===== config.mk =====
export PLATFORM = sky130hd
export DESIGN_NAME = prng_arbiter
export DESIGN_NICKNAME = d
export VERILOG_FILES = /design/src/rtl/prng_arbiter.sv
export SDC_FILE = /design/constraint.sdc
export NUM_CORES = 1
export LEC_CHECK = 0
export ABC_AREA = 1
export BUFFER_PORTS_ARGS = -buffer_cell sky130_fd_sc_hd__buf_2
export CAP_MARGIN = 15
export CORE_MARGIN = 8
export CORE_UTILIZATION = 40
export DETAILED_ROUTE_END_ITERATION = 8
export GPL_TIMING_DRIVEN = 0
export PLACE_DENSITY = 0.65
export SLEW_MARGIN = 20
export SYNTH_ARGS = -nofsm -noshare
export SYNTH_HDL_FRONTEND = slang
export SYNTH_SLANG_ARGS = --single-unit

===== constraint.sdc =====
create_clock -name clk -period 3.85 [get_ports clk]
set_input_delay 0.9625 -clock clk [delete_from_list [all_inputs] [get_ports clk]]
set_output_delay 0.9625 -clock clk [all_outputs]
set_load 0.01 [all_outputs]

===== src/rtl/prng_arbiter.sv =====
// Round-robin sequencer sharing one 12-bit LFSR between two requesters.
// Optional build macro PRNG_ARB_CTX_EN adds per-requester continuation context.
module prng_arbiter #(
  parameter int unsigned LEN_W = 8
) (
  input  logic               clk,
  input  logic               rst,
  input  logic [1:0]         req,
  input  logic [2*LEN_W-1:0] req_len,
  input  logic [1:0]         seed_wr,
  input  logic [11:0]        seed_in,
  output logic [1:0]         grant,
  output logic               out_valid,
  output logic [11:0]        out_data,
  input  logic               out_ready,
  output logic [1:0]         done,
  output logic               lfsr_load,
  output logic [11:0]        lfsr_seed,
  input  logic [11:0]        lfsr_num
);

  localparam int unsigned RW = 12;
  localparam logic [RW-1:0] SEED0_RST = 12'hACE;
  localparam logic [RW-1:0] SEED1_RST = 12'h5A5;

  typedef enum logic [1:0] {IDLE, LOAD, RUN, DONE} state_t;

  state_t            state, state_nxt;
  logic [1:0]        gnt;
  logic [LEN_W-1:0]  cnt;
  logic              last;
  logic [RW-1:0]     seed [2];
  logic [1:0]        pick;
  logic [LEN_W-1:0]  pick_len;
  logic [RW-1:0]     base;
  logic [RW-1:0]     start;
  logic              accept;

  // Round-robin pick: on a tie, favour the requester not granted last
  assign pick     = (req == 2'b11) ? (last ? 2'b01 : 2'b10) : req;
  assign pick_len = pick[1] ? req_len[2*LEN_W-1:LEN_W] : req_len[LEN_W-1:0];

`ifdef PRNG_ARB_CTX_EN
  logic [RW-1:0] ctx [2];

  // Context tracks the successor of each requester's last word; seed writes win
  always_ff @(posedge clk or posedge rst) begin
    if (rst) begin
      ctx[0] <= SEED0_RST;
      ctx[1] <= SEED1_RST;
    end else begin
      for (int unsigned i = 0; i < 2; i++) begin
        if (seed_wr[i]) begin
          ctx[i] <= seed_in;
        end else if (state == DONE && gnt[i]) begin
          ctx[i] <= lfsr_num;
        end
      end
    end
  end

  assign base = ctx[gnt[1]];
`else
  assign base = seed[gnt[1]];
`endif

  // All-zero is the LFSR lock-up state, so never load it
  assign start = (base == '0) ? RW'(1) : base;

  always_ff @(posedge clk or posedge rst) begin
    if (rst) begin
      seed[0] <= SEED0_RST;
      seed[1] <= SEED1_RST;
    end else begin
      for (int unsigned i = 0; i < 2; i++) begin
        if (seed_wr[i]) begin
          seed[i] <= seed_in;
        end
      end
    end
  end

  always_ff @(posedge clk or posedge rst) begin
    if (rst) begin
      state <= IDLE;
    end else begin
      state <= state_nxt;
    end
  end

  // Stalls reload the LFSR with its own output so the word holds steady
  always_comb begin
    state_nxt = state;
    accept    = 1'b0;
    out_valid = 1'b0;
    out_data  = '0;
    lfsr_load = 1'b0;
    lfsr_seed = '0;
    unique case (state)
      IDLE: begin
        if (|req) begin
          state_nxt = (pick_len == '0) ? DONE : LOAD;
        end
      end
      LOAD: begin
        lfsr_load = 1'b1;
        lfsr_seed = start;
        state_nxt = RUN;
      end
      RUN: begin
        out_valid = 1'b1;
        out_data  = lfsr_num;
        if (out_ready) begin
          accept = 1'b1;
          if (cnt == LEN_W'(1)) begin
            state_nxt = DONE;
          end
        end else begin
          lfsr_load = 1'b1;
          lfsr_seed = lfsr_num;
        end
      end
      DONE: begin
        state_nxt = IDLE;
      end
      default: begin
        state_nxt = IDLE;
      end
    endcase
  end

  // Grant, burst counter and round-robin history
  always_ff @(posedge clk or posedge rst) begin
    if (rst) begin
      gnt  <= '0;
      cnt  <= '0;
      last <= 1'b1;
    end else begin
      unique case (state)
        IDLE: begin
          gnt <= pick;
          cnt <= pick_len;
          if (|req) begin
            last <= pick[1];
          end
        end
        RUN: begin
          if (accept) begin
            cnt <= cnt - LEN_W'(1);
          end
        end
        DONE: begin
          gnt <= '0;
        end
        default: begin
        end
      endcase
    end
  end

  assign grant = gnt;
  assign done  = (state == DONE) ? gnt : 2'b00;

endmodule

Word-level counts from Yosys, hierarchy flattened

Cells that the tools add are included.

Equal/unequal tests: 9
Add/sub/neg operators: 1
Reduce and logical (&&, ||, !) cells: 9
Mux-type cells: 24
Magnitude comparators: 1
Bitwise operators: 1

Operator list:

| operator                                                              | number |
|---|---|
| 12-bit 2-to-1 mux                                                     | 6 |
| 12-bit one-hot mux with 2 select lines                                | 1 |
| 8-bit 2-to-1 mux                                                      | 2 |
| 8-bit one-hot mux with 2 select lines                                 | 1 |
| 2-bit 2-to-1 mux                                                      | 7 |
| 12-bit zero test                                                      | 1 |
| 8-bit by 1-bit equality test with 1-bit output, second input constant | 1 |
| 8-bit zero test                                                       | 1 |
| 2-bit != test, second input constant                                  | 4 |
| 2-bit one-hot mux with 4 select lines                                 | 1 |
| 8-bit by 1-bit subtractor with 8-bit output, second input constant    | 1 |
| 2-bit equality test, second input constant                            | 3 |
| 1-bit 2-to-1 mux                                                      | 4 |
| 2-bit one-hot mux with 2 select lines                                 | 1 |
| 2-bit AND reduction                                                   | 2 |
| 2-bit nonzero test                                                    | 2 |
| 3-bit AND reduction                                                   | 1 |
| 2-bit by 1-bit equality test with 1-bit output, second input constant | 1 |
| 2-bit >= comparator, second input constant                            | 1 |
| 2-bit zero test                                                       | 1 |
| 1-bit inverter with 2-bit output                                      | 1 |
| 1-bit one-hot mux with 2 select lines                                 | 1 |
| 2-bit OR reduction                                                    | 1 |

Bits in registers: 37
Input port bits: 47
Output and inout port bits: 30
Logic and storage cells: 51

Logic depth before layout (Yosys ltp)

Gate-level depths: netlist of run 1.

Word-level depth: 7
Gate-level depth with buffers: 10
Gate-level depth less buffers: 9

Least setup slack after synthesis of run 1

OpenSTA, ideal clock, no wires.

Path kind: input port to output port
Start point: in out_ready
End point: out lfsr_seed[10]
Data arrival time: 1598 ps
Stages: 4
Data required time: 2888 ps
Slack: 1289 ps
Buffers on the path: 1
Cell sequence: nor2_2 buf_2 nand2_1 a21oi_1

Cells in the longest elaborated chain, start to end: 2

Ends and longest elaborated chain:

| item                                   | RTL line | source |
|---|---|---|
| from (decl)                            | 15       | `input logic out_ready,` |
| 12-bit 2-to-1 mux                      | 113      | `if (out_ready) begin` |
| 12-bit one-hot mux with 2 select lines | 99       | `unique case (state)` |
| to (decl)                              | 18       | `output logic [11:0] lfsr_seed,` |

No other way between the ends.

Worst setup path in the final report of run 1

Start point: reg state[0]
End point: out lfsr_seed[2]

Cells in the longest elaborated chain, start to end: 2
Elaborated cells on any way between the ends: 3
Classes of those cells: 2 x eq/ne; 1 x mux

Ends and longest elaborated chain:

| item                                                                                  | RTL line | source |
|---|---|---|
| from (decl)                                                                           | 28       | `state_t state, state_nxt;` |
| from (signal assigned)                                                                | 87       | `state <= state_nxt;` |
| 2-bit equality test or 2-bit by 1-bit equality test with 1-bit output (tied branches) | 99       |  |
| 12-bit one-hot mux with 2 select lines *                                              | 99       |  |

Mark *: on every way between the ends. The rest lies on a longest branch, timed or not.

==> results.py, run 1 <==
metrics = {
    "routing": {
        "drt.antenna.violating_nets": 0,
        "drtPass1Iterations": 4,
        "drt-total-wl_um": 6893,
        "post_drt_via_cell_ratio": 4.854,
        "vias": 2490,
        "avgRoutedWirePerCell_um": 13.44,
        "drtIter0Drc": 96,
        "drt_drc_violations_left": 0,
    },
    "synthesis": {
        "synth-xor-area-share_pct": 0.3652,
        "synth_top_family_by_area": "simple AND/OR/NAND/NOR gates",
        "syn_inst": 353,
        "ys_seq_area_share_pct": 39.33,
        "synth_nets": 406,
        "synth-seq-cells": 37,
        "avgSynthCellArea_sq_um": 6.795,
        "synth-edff-count": 0,
        "synth_cell_types": 26,
        "synth-adder-area-share_pct": 3.130,
        "synthMuxAreaShare_pct": 0.9390,
        "ys.flop_type": "dfrtp_1",
        "async_flop_share_pct": 100.0,
        "synth_compound_gate_area_share_pct": 16.17,
        "yosysWarnings": 0,
        "synth_simple_gate_area_share_pct": 26.60,
        "synth_area_sq_mm": 0.002399,
    },
    "global_routing": {
        "grt_pass1_wl_um": 11430,
        "antenna_found_initial": 0,
        "grt_pass1_vias": 2553,
        "track_usage_pct": 16.16,
        "grt_remaining_overflow": 0,
        "grt_max_degree": 26,
    },
    "timing": {
        "slew_viol_final": 0,
        "setup_viol": 0,
        "finalCriticalPeriod_ps": 2990,
        "rsz0062_at_grt": "no",
        "tns_ps": 0,
        "slew_headroom_pct": 63.75,
        "post-route-period-util_pct": 77.67,
        "max_freq_ghz": 0.3344,
        "worst_pin_slew_ps": 543.8,
        "hold_violations": 0,
        "fin_skew_ps": 7.230,
    },
    "setup_path": {
        "rr_worst_depth": 9,
        "cp_num_buf_inv": 4,
        "cp-start-kind": "flip-flop",
        "cp_common_cell": "inv_1",
        "cp_slowest_cell": "buf_1",
        "crit_arrival_ps": 2030,
        "required_ps": 2890,
        "cpPeakStageDelay_ps": 440,
        "critPathTopFamily": "buffers and inverters",
        "rr_startpoint": "state[0]",
        "regToRegSetupSlack_ps": 2120,
        "critPathKind": "flip-flop to primary output",
        "crit_chain": "inv_1 > ha_1 > inv_1 > buf_1 > nor2_1 > buf_2",
        "worstPathMaxFanout": 10,
        "cp-end-kind": "primary output",
        "reg2reg_to": "cnt[6]",
    },
    "finish": {
        "antennaDiodeCount": 0,
        "final_layout_size_suffix_gt1_share_pct": 27.17,
        "fill_cells": 597,
        "area_growth_pct": 25.46,
        "finalNonFillerCells": 513,
        "fin_nets": 490,
        "final_area_sq_mm": 0.003009,
        "postLayoutCoreUtil_pct": 51.43,
    },
    "die": {
        "io_pins": 77,
        "initial_core_util_pct": 41.00,
        "die_area_sq_mm": 0.008730,
        "die_h_um": 93.44,
        "die_w_um": 93.44,
        "coreArea_sq_mm": 0.005851,
        "rows": 28,
    },
    "power": {
        "total_power_mw": 2.026,
        "ir_drop_mv": 0.3187,
        "powerDensity_mw_per_mm2": 673.1,
        "p_comb_share_pct": 55.2,
        "clkPwrFrac_pct": 17.1,
        "internal_power_mw": 1.111,
        "seqPwrFrac_pct": 27.7,
        "p_switching_uw": 915.0,
        "power_leakage_nw": 1.700,
        "swShare_pct": 45.17,
    },
    "clocking": {
        "cts_tree": "done",
        "numCtsBuffers": 5,
        "clk_pin_slew_ps": 70,
        "clkSinkCount": 37,
        "ctsHoldBuffers": 0,
        "clkLatencyLatePin_ps": 290,
        "post-cts-setup-buffers": 0,
        "root_buffer": "clkbuf_8",
        "cts_resized": 0,
        "cts.htree.levels": 2,
        "clockBufferDepth": 2,
    },
    "placement": {
        "dp.cells": 505,
        "portBuffers": 76,
        "dp_hpwl_um": 5498,
        "globalplace.congestion": 0.8630,
        "place_area_sq_mm": 0.002893,
    },
    "worst_hold_path": {
        "hold_path.class": "flip-flop to flip-flop",
        "min-delay-start": "cnt[7]",
        "holdPathEnd": "cnt[7]",
        "hold_path_depth": 2,
    },
    "status": {
        "status": "finished, final reports clean",
    },
    "run": {
        "drv_cap": 0,
    },
}
-- flip-flops by register name, indices dropped and copies added, names as in the netlist --
name	flops
cnt	8
grant	2
last	1
seed	24
state	2
-- layout by cell type, fill, tap and decap left out, drive strengths merged, types with 4 or more instances in the layout --
cell type / count
a21oi: 19
buf: 85
clkbuf: 13
dfrtp: 23
dfstp: 14
ha: 6
inv: 62
nand2: 119
nand3: 18
nor2: 21
o21ai: 43
o22ai: 4
-- power by group through the flow --
stage,Sequential (mW),Combinational [mW],Clock (mW)
after floorplan,0.555,0.770,0
after global placement,0.563,1.09,0
after detailed placement,0.569,1.12,0
after CTS,0.562,1.12,0.354
after global routing,0.574,1.26,0.374
final,0.561,1.12,0.346
-- area by class of cell --
| cell class | instances | area, sq um | area share [%] |
|---|---|---|---|
| Multi-Input combinational cell | 240 | 1132 | 37.63 |
| Timing Repair Buffer | 77 | 400.4 | 13.31 |
| Buffer | 14 | 90.09 | 2.994 |
| Clock inverter | 1 | 30.03 | 0.9979 |
| Inverter | 62 | 232.7 | 7.734 |
| Tap cell | 75 | 93.84 | 3.118 |
| Sequential cell | 37 | 943.4 | 31.35 |
| Clock buffer | 7 | 86.33 | 2.869 |
-- worst min-delay path, cell delays in order, from the launching register on --
cell	delay (ps)
dfrtp_1	340
nand2_1	60
nand2_1	60
-- synth_stat cells (all sizes together), types with 4 or more instances --
library cell / n / area (sq um)
nor2: 21 / 81.33
a21oi: 19 / 98.85
ha: 6 / 75.07
dfstp: 14 / 367.9
inv: 62 / 232.7
clkbuf: 6 / 32.53
nand3: 18 / 90.09
nand2: 119 / 454.2
o21ai: 43 / 226.5
dfrtp: 23 / 575.6
buf: 8 / 57.55
o22ai: 4 / 25.02
-- per-stage QoR --
step	hold WS, ps	setup slack, ps
after global routing	498.5	669.3
final	486.5	859.6
after floorplan	449.3	1289
after detailed placement	467.5	950.3
after global placement	465.3	881.1
after CTS	486.5	859.3
-- kinds of logic (layout without fill, tap and decap cells) --
logic type	count (synthesis)	in the layout
AOI/OAI and AO/OA	71	71
muxes	2	2
DFF	37	37
and+or+nand+nor	160	160
xor gates and xnor gates	1	1
buffers and inverters	76	161
adders and majority gates	6	6
-- how the worst max path moves through the flow --
stage	end	from	slack, ps	cells past startpoint
2_1_floorplan	lfsr_seed[10]	out_ready	1290	4
3_3_place_gp	lfsr_seed[6]	out_ready	880	6
3_5_place_dp	lfsr_seed[7]	out_ready	950	6
4_1_cts	lfsr_load	state[0]	860	6
5_1_grt	lfsr_seed[7]	state[0]	670	8
6_report	lfsr_seed[2]	state[0]	860	6
-- metal layers --
| layer | share of wire (%) | global-route usage (%) |
|---|---|---|
| met5 | 0 | 0 |
| met4 | 1.7 | 5.369 |
| met3 | 8.0 | 4.327 |
| met2 | 48 | 27.85 |
| met1 | 42 | 18.88 |
(Power assumes the default switching activity.)
==> run 2, diff against run 1 <==
==> constraint.sdc (replaced) <==
create_clock -name clk -period 2.87 [get_ports clk]
set_input_delay 0.7175 -clock clk [delete_from_list [all_inputs] [get_ports clk]]
set_output_delay 0.7175 -clock clk [all_outputs]
set_load 0.01 [all_outputs]
==> run 2 against run 1 <==
- sequential power grew 34%
- hold slack lost 110 ps
- count of clock-buffer cells in the layout is the same
- total power grew 34%
- register-to-register slack lost 1000 ps
- setup slack lost 720 ps
- final cell count shrank 0.19%
- via count shrank 1.1%
- sequential share of layout area is essentially flat
- non-clock buffer count shrank 1
- clock skew is essentially flat
==> results.py, run 2 (same netlist as run 1, synthesis figures left out) <==
metrics = {
    "status": {
        "status": "finished, final reports clean",
    },
    "setup_path": {
        "cp-end-kind": "primary output",
        "rr_worst_depth": 7,
        "critPathKind": "flip-flop to primary output",
        "rr_startpoint": "state[0]",
        "cp_common_cell": "inv_1",
        "cpPeakStageDelay_ps": 440,
        "critPathLaunch": "state[0]",
        "cp-start-kind": "flip-flop",
        "crit_arrival_ps": 2010,
        "reg2reg_to": "cnt[2]",
        "critPathTopFamily": "buffers and inverters",
        "cp_num_buf_inv": 4,
        "crit_chain": "inv_1 > ha_1 > inv_1 > buf_1 > nor2_1 > buf_2",
        "cp_slowest_cell": "buf_1",
        "required_ps": 2150,
        "regToRegSetupSlack_ps": 1090,
        "worstPathMaxFanout": 10,
    },
    "routing": {
        "drtPass1Iterations": 4,
        "vias": 2462,
        "avgRoutedWirePerCell_um": 13.51,
        "drt-total-wl_um": 6919,
        "drt_drc_violations_left": 0,
        "drt.antenna.violating_nets": 0,
        "drtIter0Drc": 120,
        "post_drt_via_cell_ratio": 4.809,
    },
    "global_routing": {
        "track_usage_pct": 16.16,
        "antenna_found_initial": 0,
        "met2_usage_pct": 27.85,
        "use_met3_pct": 4.327,
        "grt_max_degree": 26,
        "grt_pass1_vias": 2553,
        "met1_usage_pct": 18.88,
        "grt_pass1_wl_um": 11430,
        "grt_remaining_overflow": 0,
        "grt_busiest_layer": "met2",
    },
    "clocking": {
        "clk_pin_slew_ps": 70,
        "clkSinkCount": 37,
        "cts_resized": 0,
        "clockBufferDepth": 2,
        "cts.htree.levels": 2,
        "cts_tree": "done",
        "post-cts-setup-buffers": 0,
        "numCtsBuffers": 5,
        "root_buffer": "clkbuf_8",
        "clkLatencyLatePin_ps": 290,
        "ctsHoldBuffers": 0,
    },
    "die": {
        "die_area_sq_mm": 0.008730,
        "die_w_um": 93.44,
        "die_h_um": 93.44,
        "coreArea_sq_mm": 0.005851,
        "initial_core_util_pct": 41.00,
        "io_pins": 77,
        "rows": 28,
    },
    "timing": {
        "fin_ws_ps": 143.7,
        "setup_viol": 0,
        "max_freq_ghz": 0.3668,
        "slew_headroom_pct": 63.83,
        "hold_violations": 0,
        "rsz0062_at_grt": "no",
        "whs_ps": 378.5,
        "worst_pin_slew_ps": 542.6,
        "fin_skew_ps": 6.742,
        "slew_viol_final": 0,
        "finalCriticalPeriod_ps": 2726,
        "tns_ps": 0,
        "post-route-period-util_pct": 94.99,
    },
    "finish": {
        "fill_cells": 593,
        "antennaDiodeCount": 0,
        "fin_nets": 489,
        "finalNonFillerCells": 512,
        "layout_commonest_cell": "nand2_1",
        "largest_register_ffs": 24,
        "final_cell_mix": "nand2_1 (116), buf_2 (79), inv_1 (61)",
        "final_layout_size_suffix_gt1_share_pct": 27.23,
        "seq_area_sq_um": 943.4,
        "area_growth_pct": 25.61,
        "multi_input_comb_area_sq_mm": 0.001137,
        "largestRegisters": "seed: 24 flops, cnt: 8 flops",
        "regMostFlops": "seed",
    },
    "power": {
        "power_leakage_nw": 1.699,
        "powerDensity_mw_per_mm2": 902.2,
        "ir_drop_mv": 0.4270,
        "total_power_mw": 2.718,
    },
    "placement": {
        "pre_cts_ws_ps": 445.8,
        "portBuffers": 76,
        "globalplace.congestion": 0.8630,
        "dp.cells": 505,
        "dp_hpwl_um": 5498,
    },
    "worst_hold_path": {
        "hold_path.class": "input pin to async pin",
    },
    "run": {
        "drv_cap": 0,
    },
}
[run 2: cell count changes in the layout (fill, tap and decap cells not counted)]
| cell | previous run | this run |
|---|---|---|
| clkbuf_4 | 0 | 1 |
| nor2_2 | 1 | 0 |
| nor2_4 | 0 | 1 |
| buf_2 | 80 | 79 |
| clkbuf_1 | 6 | 5 |
[run 2: power by group]
group | switching [mW] | internal [mW]
sequential | 0.0864 | 0.667
clock | 0.182 | 0.283
combinational | 0.961 | 0.540
[run 2: worst max path at each step]
stage,endpoint,slack [ps],cells after the start
CTS,lfsr_load,120,6
detailed placement,lfsr_load,450,6
global route,lfsr_seed[7],2,6
global placement,lfsr_seed[6],390,6
finish,lfsr_seed[2],140,6
floorplan,lfsr_seed[10],700,7
[run 2: through the flow]
| step | utilization (%) | area, sq um |
|---|---|---|
| after floorplan | - | 2399 |
| after global placement | 49.10 | 2873 |
| after detailed placement | 49.44 | 2893 |
| after CTS | 51.43 | 3009 |
| after global routing | 51.50 | 3013 |
| final | 51.50 | 3013 |
[run 2: final cells by class]
type                       instances  area share, %
buffer                            13          2.949
clock buffer                       7          2.865
clock inverter                     1         0.9967
inverter                          62          7.724
multi-input combinational        240          37.75
sequential                        37          31.31
tap                               75          3.115
timing repair buffer              77          13.29
[run 2: layer usage]
layer / wire [um] / up-vias / part of all wire (%)
li1: - / 1256 / -
met1: 2914 / 1122 / 42
met2: 3354 / 72 / 48
met3: 527 / 12 / 7.6
met4: 122 / 0 / 1.8
met5: 0 / - / 0
==> run 3, diff against run 2 <==
==> constraint.sdc (replaced) <==
create_clock -name clk -period 2.7 [get_ports clk]
set_input_delay 0.675 -clock clk [delete_from_list [all_inputs] [get_ports clk]]
set_output_delay 0.675 -clock clk [all_outputs]
set_load 0.01 [all_outputs]
==> run 3 against run 2 <==
- cell area increased by 0.42%
- hold slack got worse by 43 ps
- sequential power increased by 6.2%
- sequential cell count unchanged
- critical path type unchanged
- largest cell class unchanged
==> results.py, run 3 (same netlist as run 1, synthesis figures left out) <==
metrics = {
    "power": {
        "power_leakage_nw": 1.706,
        "clkPwrFrac_pct": 17.0,
        "swShare_pct": 45.02,
        "seqPwrFrac_pct": 27.5,
        "p_comb_share_pct": 55.4,
        "ir_drop_mv": 0.4656,
        "p_switching_mw": 1.309,
        "powerDensity_mw_per_mm2": 961.1,
        "internal_power_mw": 1.599,
    },
    "placement": {
        "globalplace.congestion": 0.8630,
        "portBuffers": 76,
        "place_area_sq_mm": 0.002893,
        "dp_hpwl_um": 5498,
    },
    "timing": {
        "worst_pin_slew_ps": 542.7,
        "fin_skew_ps": 6.721,
        "post-route-period-util_pct": 93.38,
        "slew_viol_final": 0,
        "rsz0062_at_grt": "no",
        "setup_viol": 0,
        "max_freq_ghz": 0.3966,
        "whs_ps": 336.0,
        "slew_headroom_pct": 63.82,
        "finalCriticalPeriod_ps": 2521,
        "hold_violations": 0,
        "tns_ps": 0,
    },
    "finish": {
        "antennaDiodeCount": 0,
        "layout_commonest_cell": "nand2_1",
        "largestRegisters": "seed: 24 flops, cnt: 8 flops",
        "fin_nets": 490,
        "final_layout_size_suffix_gt1_share_pct": 27.85,
        "area_growth_pct": 26.13,
        "final_area_sq_mm": 0.003025,
        "largest_register_ffs": 24,
        "final_cell_mix": "nand2_1 (116), buf_2 (80), inv_1 (61)",
        "regMostFlops": "seed",
        "fill_cells": 592,
    },
    "setup_path": {
        "crit_arrival_ps": 1850,
        "cpPeakStageDelay_ps": 480,
        "cp_num_buf_inv": 3,
        "required_ps": 2030,
        "cp_slowest_cell": "dfrtp_1",
        "worstPathMaxFanout": 10,
        "cp_common_cell": "nand2_1",
        "rr_startpoint": "state[0]",
        "critPathTopFamily": "simple AND/OR/NAND/NOR gates",
        "critPathLaunch": "grant[1]",
        "critPathKind": "flip-flop to primary output",
        "cp-start-kind": "flip-flop",
        "crit_chain": "inv_1 > buf_6 > nand2_1 > nand2_1 > nand2_1 > nor2_1 > nand3_1 > nand2_1 > nand2_1 > a21oi_2 > buf_2",
        "cp-end-kind": "primary output",
    },
    "die": {
        "initial_core_util_pct": 41.00,
        "coreArea_sq_mm": 0.005851,
        "die_h_um": 93.44,
        "rows": 28,
        "die_area_sq_mm": 0.008730,
        "die_w_um": 93.44,
        "io_pins": 77,
    },
    "routing": {
        "drtIter0Drc": 119,
        "drt-total-wl_um": 6881,
        "vias": 2472,
        "avgRoutedWirePerCell_um": 13.41,
        "drtPass1Iterations": 4,
        "drt.antenna.violating_nets": 0,
        "post_drt_via_cell_ratio": 4.819,
        "drt_drc_violations_left": 0,
    },
    "run": {
        "drv_cap": 0,
    },
    "global_routing": {
        "grt_max_degree": 26,
        "antenna_found_initial": 0,
        "grt_busiest_layer": "met2",
        "grt_remaining_overflow": 0,
        "use_met3_pct": 4.327,
        "track_usage_pct": 16.16,
        "met1_usage_pct": 18.88,
        "met2_usage_pct": 27.85,
        "grt_pass1_vias": 2553,
        "grt_pass1_wl_um": 11430,
    },
    "status": {
        "status": "finished, final reports clean",
    },
    "clocking": {
        "clkLatencyLatePin_ps": 290,
        "root_buffer": "clkbuf_8",
        "cts.htree.levels": 2,
        "numCtsBuffers": 5,
        "ctsHoldBuffers": 0,
        "clockBufferDepth": 2,
        "clkSinkCount": 37,
        "cts_tree": "done",
        "clk_pin_slew_ps": 70,
    },
    "worst_hold_path": {
        "hold_path.class": "input pin to async pin",
    },
}
[run 3: cell count changes in the layout (fill, tap and decap cells not counted), sizes merged]
cell  delta
buf      +1
[run 3: per-stage QoR]
step | utilization (%) | instances | setup WS, ps | total power, mW
floorplan | - | 353 | 570.4 | 1.889
global placement | 49.10 | 504 | 273.9 | 2.360
detailed placement | 49.44 | 505 | 318.3 | 2.403
CTS | 51.45 | 513 | 3.320 | 2.909
global route | 51.71 | 513 | 5.167 | 3.173
finish | 51.71 | 513 | 178.7 | 2.908
[run 3: worst paths after layout]
| kind | end | slack, ps | cells after the start |
|---|---|---|---|
| min in group clk | seed[7] | 490 | 2 |
| worst min register to register | seed[7] | 490 | 2 |
| worst max register to register | cnt[6] | 990 | 9 |
| worst max-delay path | lfsr_seed[0] | 180 | 11 |
| max in group asynchronous | seed[14] | 1850 | 3 |
| worst min-delay path | cnt[7] | 340 | 2 |
[run 3: power groups by stage]
stage	registers (mW)	clock network [mW]	logic (mW)
2_1_floorplan	0.791	0	1.10
3_3_place_gp	0.802	0	1.56
3_5_place_dp	0.811	0	1.59
4_1_cts	0.801	0.504	1.60
5_1_grt	0.818	0.533	1.82
6_report	0.800	0.496	1.61
[run 3: per-layer routing]
metal / vias up / share of wire, %
li1: 1261 / -
met1: 1124 / 42
met2: 75 / 49
met3: 12 / 7.9
met4: 0 / 1.8
met5: - / 0
[run 3: timing repair]
action,in CTS,in global routing
endpoints found under the setup margin,1,20
buffers inserted,0,0
gates resized for setup,1,7
gates cloned,0,0
[run 3: cell type report]
type / count / area (sq um) / share of cell area [%]
multi-input cells: 240 / 1140 / 37.68
flip-flops and latches: 37 / 943.4 / 31.18
repair buffers: 77 / 400.4 / 13.23
inverters: 62 / 232.7 / 7.692
plain buffers: 14 / 98.84 / 3.267
well taps: 75 / 93.84 / 3.102
clock buffers: 7 / 86.33 / 2.854
clock inverters: 1 / 30.03 / 0.9926
[run 3: worst reg2reg max path: cells and delay by family (launching register included)]
kind	cells	cell delay, ps
buffers and inverters	3	500
AOI/OAI and AO/OA	2	240
DFF	1	380
and+or+nand+nor	3	270
adders and majority gates	1	210
